### config.mk
export PLATFORM = sky130hd
export DESIGN_NAME = uart_byte_rx_flat
export DESIGN_NICKNAME = d
export VERILOG_FILES = /design/src/rtl/uart_byte_rx_pkg.sv /design/src/rtl/uart_byte_rx_if.sv /design/src/rtl/uart_byte_rx_bps_gen.sv /design/src/rtl/uart_byte_rx.sv /design/src/flat_wrapper.sv
export SDC_FILE = /design/constraint.sdc
export NUM_CORES = 1
export LEC_CHECK = 0
export CORE_ASPECT_RATIO = 2
export CORE_MARGIN = 4
export CORE_UTILIZATION = 30
export DETAILED_ROUTE_END_ITERATION = 6
export SETUP_SLACK_MARGIN = 0.3
export SLEW_MARGIN = 20
export SYNTH_ARGS = -nofsm -noshare
export SYNTH_HDL_FRONTEND = slang
export SYNTH_SLANG_ARGS = --single-unit
### constraint.sdc
create_clock -name clk -period 2.8 [get_ports clk]
set_input_delay 0.28 -clock clk [delete_from_list [all_inputs] [get_ports clk]]
set_output_delay 0.28 -clock clk [all_outputs]
set_load 0.05 [all_outputs]
### src/rtl/uart_byte_rx_pkg.sv
// Shared definitions for the UART byte receiver: rate codes, oversample divisor
// helper, majority vote helper and receiver FSM state encodings.
package uart_byte_rx_pkg;

    localparam logic [3:0] BAUD_9600   = 4'd0;
    localparam logic [3:0] BAUD_19200  = 4'd1;
    localparam logic [3:0] BAUD_38400  = 4'd2;
    localparam logic [3:0] BAUD_57600  = 4'd3;
    localparam logic [3:0] BAUD_115200 = 4'd4;

    localparam logic [3:0] SUB_SAMPLE_A = 4'd6;
    localparam logic [3:0] SUB_SAMPLE_B = 4'd7;
    localparam logic [3:0] SUB_VOTE     = 4'd8;
    localparam logic [3:0] SUB_LAST     = 4'd15;
    localparam logic [2:0] BIT_LAST     = 3'd7;

    typedef enum logic [2:0] {
        RX_IDLE  = 3'd0,
        RX_START = 3'd1,
        RX_DATA  = 3'd2,
        RX_STOP  = 3'd3,
        RX_BREAK = 3'd4
    } rx_state_e;

    // Oversample divisor: one tick every DIV+1 clocks at 16x the baud rate.
    function automatic logic [15:0] baud_div(input logic [3:0] code, input int unsigned clk_freq);
        int unsigned baud;
        case (code)
            BAUD_19200:  baud = 32'd19200;
            BAUD_38400:  baud = 32'd38400;
            BAUD_57600:  baud = 32'd57600;
            BAUD_115200: baud = 32'd115200;
            default:     baud = 32'd9600;
        endcase
        baud_div = 16'(clk_freq / (baud * 32'd16) - 32'd1);
    endfunction

    function automatic logic maj3(input logic a, input logic b, input logic c);
        maj3 = (a & b) | (a & c) | (b & c);
    endfunction

endpackage

### src/rtl/uart_byte_rx_if.sv
// Received-byte interface: the receiver drives it, the command/loopback logic consumes it.
interface uart_byte_rx_if;
    logic [7:0] data_rx;
    logic       rx_done;
    logic       frame_err;
    logic       rx_busy;

    modport master (output data_rx, output rx_done, output frame_err, output rx_busy);
    modport slave  (input data_rx, input rx_done, input frame_err, input rx_busy);
endinterface

### src/rtl/uart_byte_rx_bps_gen.sv
// 16x oversample tick generator for the receiver; restarted on start detect so the
// tick phase follows the falling edge of the start bit.
module uart_byte_rx_bps_gen #(
    parameter int unsigned CLK_FREQ = 32'd50_000_000
) (
    input  logic       clk,
    input  logic       rst,
    input  logic [3:0] i_baud,
    input  logic       i_clear,
    output logic       o_bps_tick
);
    import uart_byte_rx_pkg::*;

    localparam logic [15:0] DIV_9600   = baud_div(BAUD_9600,   CLK_FREQ);
    localparam logic [15:0] DIV_19200  = baud_div(BAUD_19200,  CLK_FREQ);
    localparam logic [15:0] DIV_38400  = baud_div(BAUD_38400,  CLK_FREQ);
    localparam logic [15:0] DIV_57600  = baud_div(BAUD_57600,  CLK_FREQ);
    localparam logic [15:0] DIV_115200 = baud_div(BAUD_115200, CLK_FREQ);

    logic [15:0] w_div;
    logic [15:0] r_cnt;
    logic        r_tick;

    // Divisor selected by the latched rate code
    always_comb begin
        case (i_baud)
            BAUD_19200:  w_div = DIV_19200;
            BAUD_38400:  w_div = DIV_38400;
            BAUD_57600:  w_div = DIV_57600;
            BAUD_115200: w_div = DIV_115200;
            default:     w_div = DIV_9600;
        endcase
    end

    // Divider counter with registered tick, realigned by clear
    always_ff @(posedge clk or negedge rst) begin
        if (!rst) begin
            r_cnt  <= 16'd0;
            r_tick <= 1'b0;
        end else if (i_clear) begin
            r_cnt  <= 16'd0;
            r_tick <= 1'b0;
        end else if (r_cnt >= w_div) begin
            r_cnt  <= 16'd0;
            r_tick <= 1'b1;
        end else begin
            r_cnt  <= r_cnt + 16'd1;
            r_tick <= 1'b0;
        end
    end

    assign o_bps_tick = r_tick;

endmodule

### src/rtl/uart_byte_rx.sv
// 8N1 UART receiver: 2-flop line synchroniser, 16x oversampling with a 3-sample
// majority vote, one byte and a framing-error flag per frame.
module uart_byte_rx #(
    parameter int unsigned CLK_FREQ = 32'd50_000_000
) (
    input  logic           clk,
    input  logic           rst,
    input  logic [3:0]     baud_set,
    input  logic           rs232_rx,
    uart_byte_rx_if.master rx_if
);
    import uart_byte_rx_pkg::*;

    rx_state_e  r_state;
    rx_state_e  w_next;
    logic       r_rx_s1;
    logic       r_rx_s2;
    logic       r_rx_s3;
    logic [3:0] r_baud;
    logic [3:0] r_sub;
    logic [2:0] r_bit;
    logic       r_s6;
    logic       r_s7;
    logic [7:0] r_shift;
    logic [7:0] r_data_rx;
    logic       r_rx_done;
    logic       r_frame_err;
    logic       r_rx_busy;

    logic       w_tick;
    logic       w_fall;
    logic       w_vote;
    logic       w_mid;
    logic       w_end;
    logic       w_start;
    logic       w_abort;
    logic       w_shift;
    logic       w_finish;

    uart_byte_rx_bps_gen #(.CLK_FREQ(CLK_FREQ)) u_bps_gen (
        .clk        (clk),
        .rst        (rst),
        .i_baud     (r_baud),
        .i_clear    (w_start),
        .o_bps_tick (w_tick)
    );

    assign w_fall = r_rx_s3 & ~r_rx_s2;
    assign w_vote = maj3(r_s6, r_s7, r_rx_s2);
    assign w_mid  = w_tick & (r_sub == SUB_VOTE);
    assign w_end  = w_tick & (r_sub == SUB_LAST);

    // FSM state register
    always_ff @(posedge clk or negedge rst) begin
        if (!rst) begin
            r_state <= RX_IDLE;
        end else begin
            r_state <= w_next;
        end
    end

    // Next state and per-cycle control strobes
    always_comb begin
        w_next   = r_state;
        w_start  = 1'b0;
        w_abort  = 1'b0;
        w_shift  = 1'b0;
        w_finish = 1'b0;
        case (r_state)
            RX_IDLE: begin
                if (w_fall) begin
                    w_next  = RX_START;
                    w_start = 1'b1;
                end else begin
                    w_next = RX_IDLE;
                end
            end
            RX_START: begin
                if (w_mid && w_vote) begin
                    w_next  = RX_IDLE;
                    w_abort = 1'b1;
                end else if (w_end) begin
                    w_next = RX_DATA;
                end else begin
                    w_next = RX_START;
                end
            end
            RX_DATA: begin
                w_shift = w_mid;
                if (w_end && (r_bit == BIT_LAST)) begin
                    w_next = RX_STOP;
                end else begin
                    w_next = RX_DATA;
                end
            end
            RX_STOP: begin
                // Leave at mid-stop-bit so a back-to-back start edge is never missed
                if (w_mid) begin
                    w_finish = 1'b1;
                    w_next   = w_vote ? RX_IDLE : RX_BREAK;
                end else begin
                    w_next = RX_STOP;
                end
            end
            RX_BREAK: begin
                if (r_rx_s2) begin
                    w_next = RX_IDLE;
                end else begin
                    w_next = RX_BREAK;
                end
            end
            default: begin
                w_next = RX_IDLE;
            end
        endcase
    end

    // Synchroniser, counters, sampling, shift register and output registers
    always_ff @(posedge clk or negedge rst) begin
        if (!rst) begin
            r_rx_s1     <= 1'b1;
            r_rx_s2     <= 1'b1;
            r_rx_s3     <= 1'b1;
            r_baud      <= 4'd0;
            r_sub       <= 4'd0;
            r_bit       <= 3'd0;
            r_s6        <= 1'b0;
            r_s7        <= 1'b0;
            r_shift     <= 8'd0;
            r_data_rx   <= 8'd0;
            r_rx_done   <= 1'b0;
            r_frame_err <= 1'b0;
            r_rx_busy   <= 1'b0;
        end else begin
            r_rx_s1     <= rs232_rx;
            r_rx_s2     <= r_rx_s1;
            r_rx_s3     <= r_rx_s2;
            r_rx_done   <= w_finish;
            r_frame_err <= w_finish & ~w_vote;
            if (w_start) begin
                r_baud <= baud_set;
                r_sub  <= 4'd0;
                r_bit  <= 3'd0;
            end else begin
                if (w_tick && (r_state != RX_IDLE) && (r_state != RX_BREAK)) begin
                    r_sub <= r_sub + 4'd1;
                end
                if ((r_state == RX_DATA) && w_end) begin
                    r_bit <= r_bit + 3'd1;
                end
            end
            if (w_tick && (r_sub == SUB_SAMPLE_A)) begin
                r_s6 <= r_rx_s2;
            end
            if (w_tick && (r_sub == SUB_SAMPLE_B)) begin
                r_s7 <= r_rx_s2;
            end
            if (w_shift) begin
                r_shift <= {w_vote, r_shift[7:1]};
            end
            if (w_finish) begin
                r_data_rx <= r_shift;
            end
            if (w_start) begin
                r_rx_busy <= 1'b1;
            end else if (w_abort || w_finish) begin
                r_rx_busy <= 1'b0;
            end
        end
    end

    assign rx_if.data_rx   = r_data_rx;
    assign rx_if.rx_done   = r_rx_done;
    assign rx_if.frame_err = r_frame_err;
    assign rx_if.rx_busy   = r_rx_busy;

endmodule

### src/flat_wrapper.sv
// flat-port wrapper written by rule: the top's interface ports become plain ports
module uart_byte_rx_flat import uart_byte_rx_pkg::*;
#(
    parameter int unsigned CLK_FREQ = 32'd50_000_000
)
  (clk, rst, baud_set, rs232_rx, rx_if_data_rx, rx_if_rx_done, rx_if_frame_err, rx_if_rx_busy);
  uart_byte_rx_if rx_if_i ();
  input  logic clk;
  input  logic rst;
  input  logic [3:0] baud_set;
  input  logic rs232_rx;
  output wire logic [$bits(rx_if_i.data_rx)-1:0] rx_if_data_rx;
  output wire logic [$bits(rx_if_i.rx_done)-1:0] rx_if_rx_done;
  output wire logic [$bits(rx_if_i.frame_err)-1:0] rx_if_frame_err;
  output wire logic [$bits(rx_if_i.rx_busy)-1:0] rx_if_rx_busy;
  assign rx_if_data_rx = rx_if_i.data_rx;
  assign rx_if_rx_done = rx_if_i.rx_done;
  assign rx_if_frame_err = rx_if_i.frame_err;
  assign rx_if_rx_busy = rx_if_i.rx_busy;
  uart_byte_rx #(.CLK_FREQ(CLK_FREQ)) u_core (.clk(clk), .rst(rst), .baud_set(baud_set), .rs232_rx(rs232_rx), .rx_if(rx_if_i));
endmodule
==> results of run 1 <==
[power by group]
| part | leakage, nW | internal [mW] | switching [mW] |
|---|---|---|---|
| combinational | 0.582 | 0.243 | 0.285 |
| clock | 0.0804 | 0.425 | 0.286 |
| sequential | 0.714 | 0.903 | 0.115 |
| total | 1.38 | 1.57 | 0.686 |
[metal layers]
layer	global-route usage, %	part of all wire (%)
met1	9.647	37
met5	0	0
met2	18.26	56
met3	1.765	3.3
met4	4.620	3.3
[state kept, by name (all words and copies together) (netlist names), 3 cells and up]
name and count:
u_core.u_bps_gen.r_cnt 16, u_core.r_shift 8, u_core.rx_if.data_rx 8, u_core.r_baud 4
u_core.r_sub 4, u_core.r_bit 3, u_core.r_state 3
[how the worst max path moves through the flow]
stage / start / end / depth (start not counted)
6_report: u_core.r_baud[2] / u_core.u_bps_gen.r_cnt[5] / 8
5_1_grt: u_core.r_baud[3] / u_core.u_bps_gen.r_cnt[4] / 8
4_1_cts: u_core.r_baud[2] / u_core.u_bps_gen.r_cnt[5] / 8
3_5_place_dp: u_core.r_baud[2] / u_core.u_bps_gen.r_cnt[5] / 8
3_3_place_gp: u_core.r_baud[0] / u_core.u_bps_gen.r_cnt[1] / 7
2_1_floorplan: u_core.r_baud[2] / u_core.u_bps_gen.r_cnt[1] / 9
[cell type report]
class	count	area share [%]
repair buffers	19	6.171
well taps	96	4.057
multi-input cells	145	36.60
inverters	6	0.7608
clock inverters	3	1.564
clock buffers	5	4.227
flip-flops and latches	55	46.62
[cells by family (layout without fill, tap and decap cells)]
logic type,count (synthesis),in the layout,share of synthesized area [%]
compound gates,18,18,4.800
xor+xnor,12,12,4.200
fa+ha+maj,16,16,7.900
buf+inv,12,33,2.350
flops,55,55,55.15
mux,25,25,11.10
other cells,1,6,0.1499
simple gates,68,68,14.35
[layout by cell type, fill, tap and decap left out, types with 3 or more instances in the layout]
| cell type | synthesis | final |
|---|---|---|
| dfrtp_1 | 52 | 52 |
| mux2_2 | 22 | 22 |
| nor2_1 | 16 | 16 |
| clkdlybuf4s50_1 | 0 | 16 |
| ha_1 | 15 | 15 |
| nand2_1 | 14 | 14 |
| nor3_1 | 10 | 10 |
| xor2_1 | 9 | 9 |
| a21oi_1 | 6 | 6 |
| conb_1 | 1 | 6 |
| inv_1 | 5 | 5 |
| nand4_1 | 5 | 5 |
| clkbuf_16 | 0 | 5 |
| nand2b_1 | 4 | 4 |
| mux2i_1 | 3 | 3 |
| nor2b_1 | 3 | 3 |
| o21ai_0 | 3 | 3 |
| xnor2_1 | 3 | 3 |
| buf_4 | 0 | 3 |
| dfstp_2 | 3 | 3 |
[worst max-delay path: stages (launching register included)]
cell and delay [ns]:
dfrtp_1 0.42, nor2_1 0.10, nand2_1 0.11, or2_2 0.31, ha_1 0.31, a21oi_1 0.14
o21ai_0 0.10, a221o_2 0.49, nor3_1 0.23
[metrics by stage]
| stage | utilization [%] | setup WS, ns | instances | hold WS (ns) |
|---|---|---|---|---|
| 6_report | 36.74 | 0.4913 | 329 | -0.01079 |
| 5_1_grt | 36.74 | 0.3134 | 329 | 0.03513 |
| 4_1_cts | 36.69 | 0.4430 | 329 | 0.2156 |
| 3_5_place_dp | 34.57 | 0.4577 | 321 | 0.3475 |
| 3_3_place_gp | 34.57 | 0.5451 | 321 | 0.3467 |
| 2_1_floorplan | - | 0.7043 | 212 | -0.01559 |
==> impl_metrics.toml, run 1 <==
[outcome]
outcome = "complete, but fails checks"
violations = "hold timing"

[finish]
fillCellCount = 808
multi_input_area_um2 = 1084
antennaDiodeCount = 0
nNetsFinal = 254
design_area_um2 = 2960
drive_above_1_share_pct = 18.03
syn_to_final_growth_pct = 18.30
seqCellArea_um2 = 1380

[critical_path]
start_kind = "flip-flop"
path_max_fanout = 11
setup.worst_path.end_class = "flip-flop"
r2r_slack_ns = 0.49
crit_type = "flip-flop to flip-flop"
crit_arrival_ns = 2.50
critical_path_required_ns = 2.99
r2r_end = "u_core.u_bps_gen.r_cnt[5]"
r2r_cells = 8
crit-reg2reg-launch = "u_core.r_baud[2]"

[clocking]
root_buffer = "clkbuf_16"
clk_pin_slew_ns = 0.07
cts_buffers = 5
cts_hold_buf = 0
post_cts_buffers = 0
cts_sinks = 55
clk_latency_ns = 0.29
cts_tree = "built"
cts_resized = 0
cts_htree_levels = 2
cts_buffer_depth = 2

[detailed_routing]
via_per_inst = 4.827
vias = 1588
drtAntennaViolNets = 0
avgRoutedWirePerCell_um = 12.83
drtPass1Iterations = 4
wirelength_mm = 4.220
drt_iter0_drc = 108
drc = 0

[synth]
ys_seq_area_share_pct = 55.15
avgSynthCellArea_um2 = 12.09
yosysTopAreaCell = "dfrtp_1"
synth_cell_types = 42
syn_inst = 207
synthArstFlopShare_pct = 100.0
synth-main-ff-cell = "dfrtp_1"
synth.top_cell.area_share_pct = 52.00
synth_seq_cells = 55
synth_common_cells = "dfrtp_1, mux2_2, nor2_1"
synth_most_common_cell = "dfrtp_1"
synth_edf_count = 0
syn-cell-area_um2 = 2502
yosysWarningCount = 0
synth.area.top_cells = "dfrtp_1, mux2_2, ha_1"

[power]
p_per_area_nw_per_um2 = 762.3
finalPower_mw = 2.257
p_leak_nw = 1.376
peakVddDrop_uv = 350.0

[global_routing]
first_global_vias = 1700
antenna_found_initial = 0
grt_pass1_wl_mm = 7.624
overflow = 0
grt_max_degree = 48
globalRouteTotalUtil_pct = 9.612

[placement]
io_buffers = 17
post-dp-hpwl_mm = 3.186
globalplace.congestion = 0.7781
place_area_um2 = 2785

[sta]
period_share_pct = 82.45
skew_ns = 0.005592
fmax_ghz = 0.4331
hold_viol_final = 28
slew_headroom_pct = 59.80
slew_viol_final = 0
worstMarginPinSlew_ns = 0.6031
whs_ns = -0.01079
rsz0062_at_grt = "false"
report.final.setup_viol = 0
setup_tns_ns = 0
min_period_ns = 2.309

[run]
drv_cap = 0

[die]
num_rows = 46
core-area_um2 = 8058
die_w_um = 72.58
die_h_um = 137.2
num_io_pins = 18
start_util_pct = 31.06
die_area_um2 = 9955

[hold_path]
hp-class = "input pin to async pin"
Power figures use the tool's default switching activity.
==> run 2, diff against run 1 <==
==> constraint.sdc (replaced) <==
create_clock -name clk -period 1.9 [get_ports clk]
set_input_delay 0.19 -clock clk [delete_from_list [all_inputs] [get_ports clk]]
set_output_delay 0.19 -clock clk [all_outputs]
set_load 0.05 [all_outputs]
==> run 2 against run 1 <==
Core utilization up 6.8 points. Sequential share of layout area down 7.2 points. First-iteration DRC count down 55%. Register-to-register slack worse by 0.75 ns. Largest power group unchanged. Hold slack better by 0.31 ns. Sequential power up 48%. Sequential cell count unchanged. Critical path depth up 1. The run ends with setup timing left. Clock skew about the same. Maximum frequency up 6.8%. Final area up 18%. Count of clock-buffer cells in the layout up 1.
==> impl_metrics.toml, run 2 (synthesized netlist as in run 1, its figures left out) <==
[detailed_routing]
vias = 1776
drc = 0
drt_iter0_drc = 49
avgRoutedWirePerCell_um = 14.41
via_per_inst = 4.906
drtPass1Iterations = 4
wirelength_mm = 5.217
drtAntennaViolNets = 0

[critical_path]
path_max_fanout = 6
crit-reg2reg-launch = "u_core.r_baud[2]"
r2r_slack_ns = -0.26
r2r_cells = 9
crit_type = "flip-flop to flip-flop"
setup.worst_path.end_class = "flip-flop"
r2r_end = "u_core.u_bps_gen.o_bps_tick"
critical_path_required_ns = 2.08
start_kind = "flip-flop"
crit_arrival_ns = 2.34

[global_routing]
grt_util_met1_pct = 11.01
gr-max-usage-layer = "met2"
globalRouteTotalUtil_pct = 11.03
grt_pass1_wl_mm = 8.590
antenna_found_initial = 0
grt_max_degree = 34
grtUsageMet3_pct = 2.500
first_global_vias = 1864
grt_util_met2_pct = 21.23
overflow = 0

[finish]
syn_to_final_growth_pct = 40.15
largest_register_ffs = 16
top_register = "u_core.u_bps_gen.r_cnt"
nNetsFinal = 287
drive_above_1_share_pct = 39.10
layout_commonest_cell = "dfrtp_1"
fillCellCount = 766
final_cell_mix = "dfrtp_1, buf_4, mux2_4, nor2_1, nand2_1"
antennaDiodeCount = 0

[hold_path]
hp-class = "input pin to flip-flop"
holdPathEnd = "u_core.r_rx_s1"
hold_start = "rs232_rx"
worstHoldPathCells = 1

[placement]
post-dp-hpwl_mm = 3.522
place_ws_ns = -0.3648
globalplace.congestion = 0.7863
io_buffers = 17

[power]
p_per_area_nw_per_um2 = 1148
p_leak_nw = 1.686
finalPower_mw = 4.025
peakVddDrop_uv = 527.1

[clocking]
cts_sinks = 55
cts_tree = "built"
clk_latency_ns = 0.29
cts_buffers = 5
cts_htree_levels = 2
clk_pin_slew_ns = 0.07
root_buffer = "clkbuf_16"
cts_buffer_depth = 2

[die]
die_area_um2 = 9955
start_util_pct = 31.06
num_io_pins = 18
die_h_um = 137.2
num_rows = 46
die_w_um = 72.58
core-area_um2 = 8058

[sta]
layout_setup_ws_ns = -0.2611
setup_tns_ns = -2.255
whs_ns = 0.3028
fmax_ghz = 0.4627
hold_viol_final = 0
worstMarginPinSlew_ns = 0.5290
rsz0062_at_grt = "true"
slew_viol_final = 0
period_share_pct = 113.7
min_period_ns = 2.161
report.final.setup_viol = 11
slew_headroom_pct = 64.73
skew_ns = 0.005584

[outcome]
outcome = "complete, but fails checks"
violations = "setup timing"

[run]
drv_cap = 0
[run 2: cell count changes in the layout (fill, tap and decap cells not counted), moves of 3 or more]
| cell | previous run | this run |
|---|---|---|
| ha_4 | 0 | 3 |
| o21ai_1 | 0 | 3 |
| ha_1 | 15 | 10 |
| o21ai_0 | 3 | 0 |
| buf_6 | 0 | 8 |
| buf_4 | 3 | 22 |
| clkdlybuf4s50_1 | 16 | 5 |
| mux2_4 | 0 | 16 |
| nor3_2 | 0 | 6 |
| nor3_1 | 10 | 3 |
| mux2_2 | 22 | 6 |
| dlygate4sd2_1 | 0 | 11 |
[run 2: metal layers]
layer / vias up / part of all wire, %
li1: 832 / -
met1: 891 / 35
met2: 41 / 59
met3: 12 / 3.8
met4: 0 / 2.5
met5: - / 0
[run 2: worst max-delay path by stage]
stage	depth (start not counted)	startpoint	end	slack [ns]
after floorplan	10	u_core.r_baud[2]	u_core.u_bps_gen.r_cnt[1]	-0.12
after global placement	8	u_core.r_baud[0]	u_core.u_bps_gen.r_cnt[7]	-0.27
after detailed placement	9	u_core.r_baud[2]	u_core.u_bps_gen.r_cnt[7]	-0.36
after CTS	9	u_core.r_baud[2]	u_core.u_bps_gen.o_bps_tick	-0.25
after global routing	10	u_core.r_baud[0]	u_core.u_bps_gen.o_bps_tick	-0.33
final	9	u_core.r_baud[2]	u_core.u_bps_gen.o_bps_tick	-0.26
[run 2: stage by stage]
| step | std cells | util [%] | instance area (µm²) |
|---|---|---|---|
| 2_1_floorplan | 212 | - | 2567 |
| 3_3_place_gp | 332 | 36.21 | 2918 |
| 3_5_place_dp | 332 | 36.21 | 2918 |
| 4_1_cts | 358 | 41.52 | 3346 |
| 5_1_grt | 362 | 43.52 | 3507 |
| 6_report | 362 | 43.52 | 3507 |
[run 2: report_power, final]
group | total (mW) | internal, mW | switching (mW) | leakage (nW)
sequential | 1.51 | 1.34 | 0.175 | 0.712
combinational | 1.44 | 0.770 | 0.670 | 0.887
clock | 1.07 | 0.663 | 0.411 | 0.0875
total | 4.03 | 2.77 | 1.26 | 1.69
[run 2: layout make-up]
class | count | area [µm²] | share of cell area, %
sequential | 55 | 1383 | 39.42
multi-input combinational | 146 | 1330 | 37.92
timing repair buffer | 51 | 471.7 | 13.45
clock buffer | 6 | 138.9 | 3.960
tap | 96 | 120.1 | 3.425
clock inverter | 2 | 38.79 | 1.106
inverter | 6 | 25.02 | 0.7135
[run 2: critical path, stage by stage (launching register included)]
cell and delay (ns):
dfrtp_2 0.45, nand2b_4 0.15, a21oi_2 0.12, a21oi_1 0.05
nor2_1 0.09, ha_1 0.26, a211oi_2 0.19, o21ai_1 0.12
a221o_2 0.45, nor2b_1 0.16
[run 2: repair_timing]
item	CTS	global route
endpoints found under the hold margin	19	0
endpoints found under the setup margin	51	35
pin swaps	10	14
gates cloned	1	0
buffers inserted	16	4
gates resized for setup	42	32
hold buffers	1	0
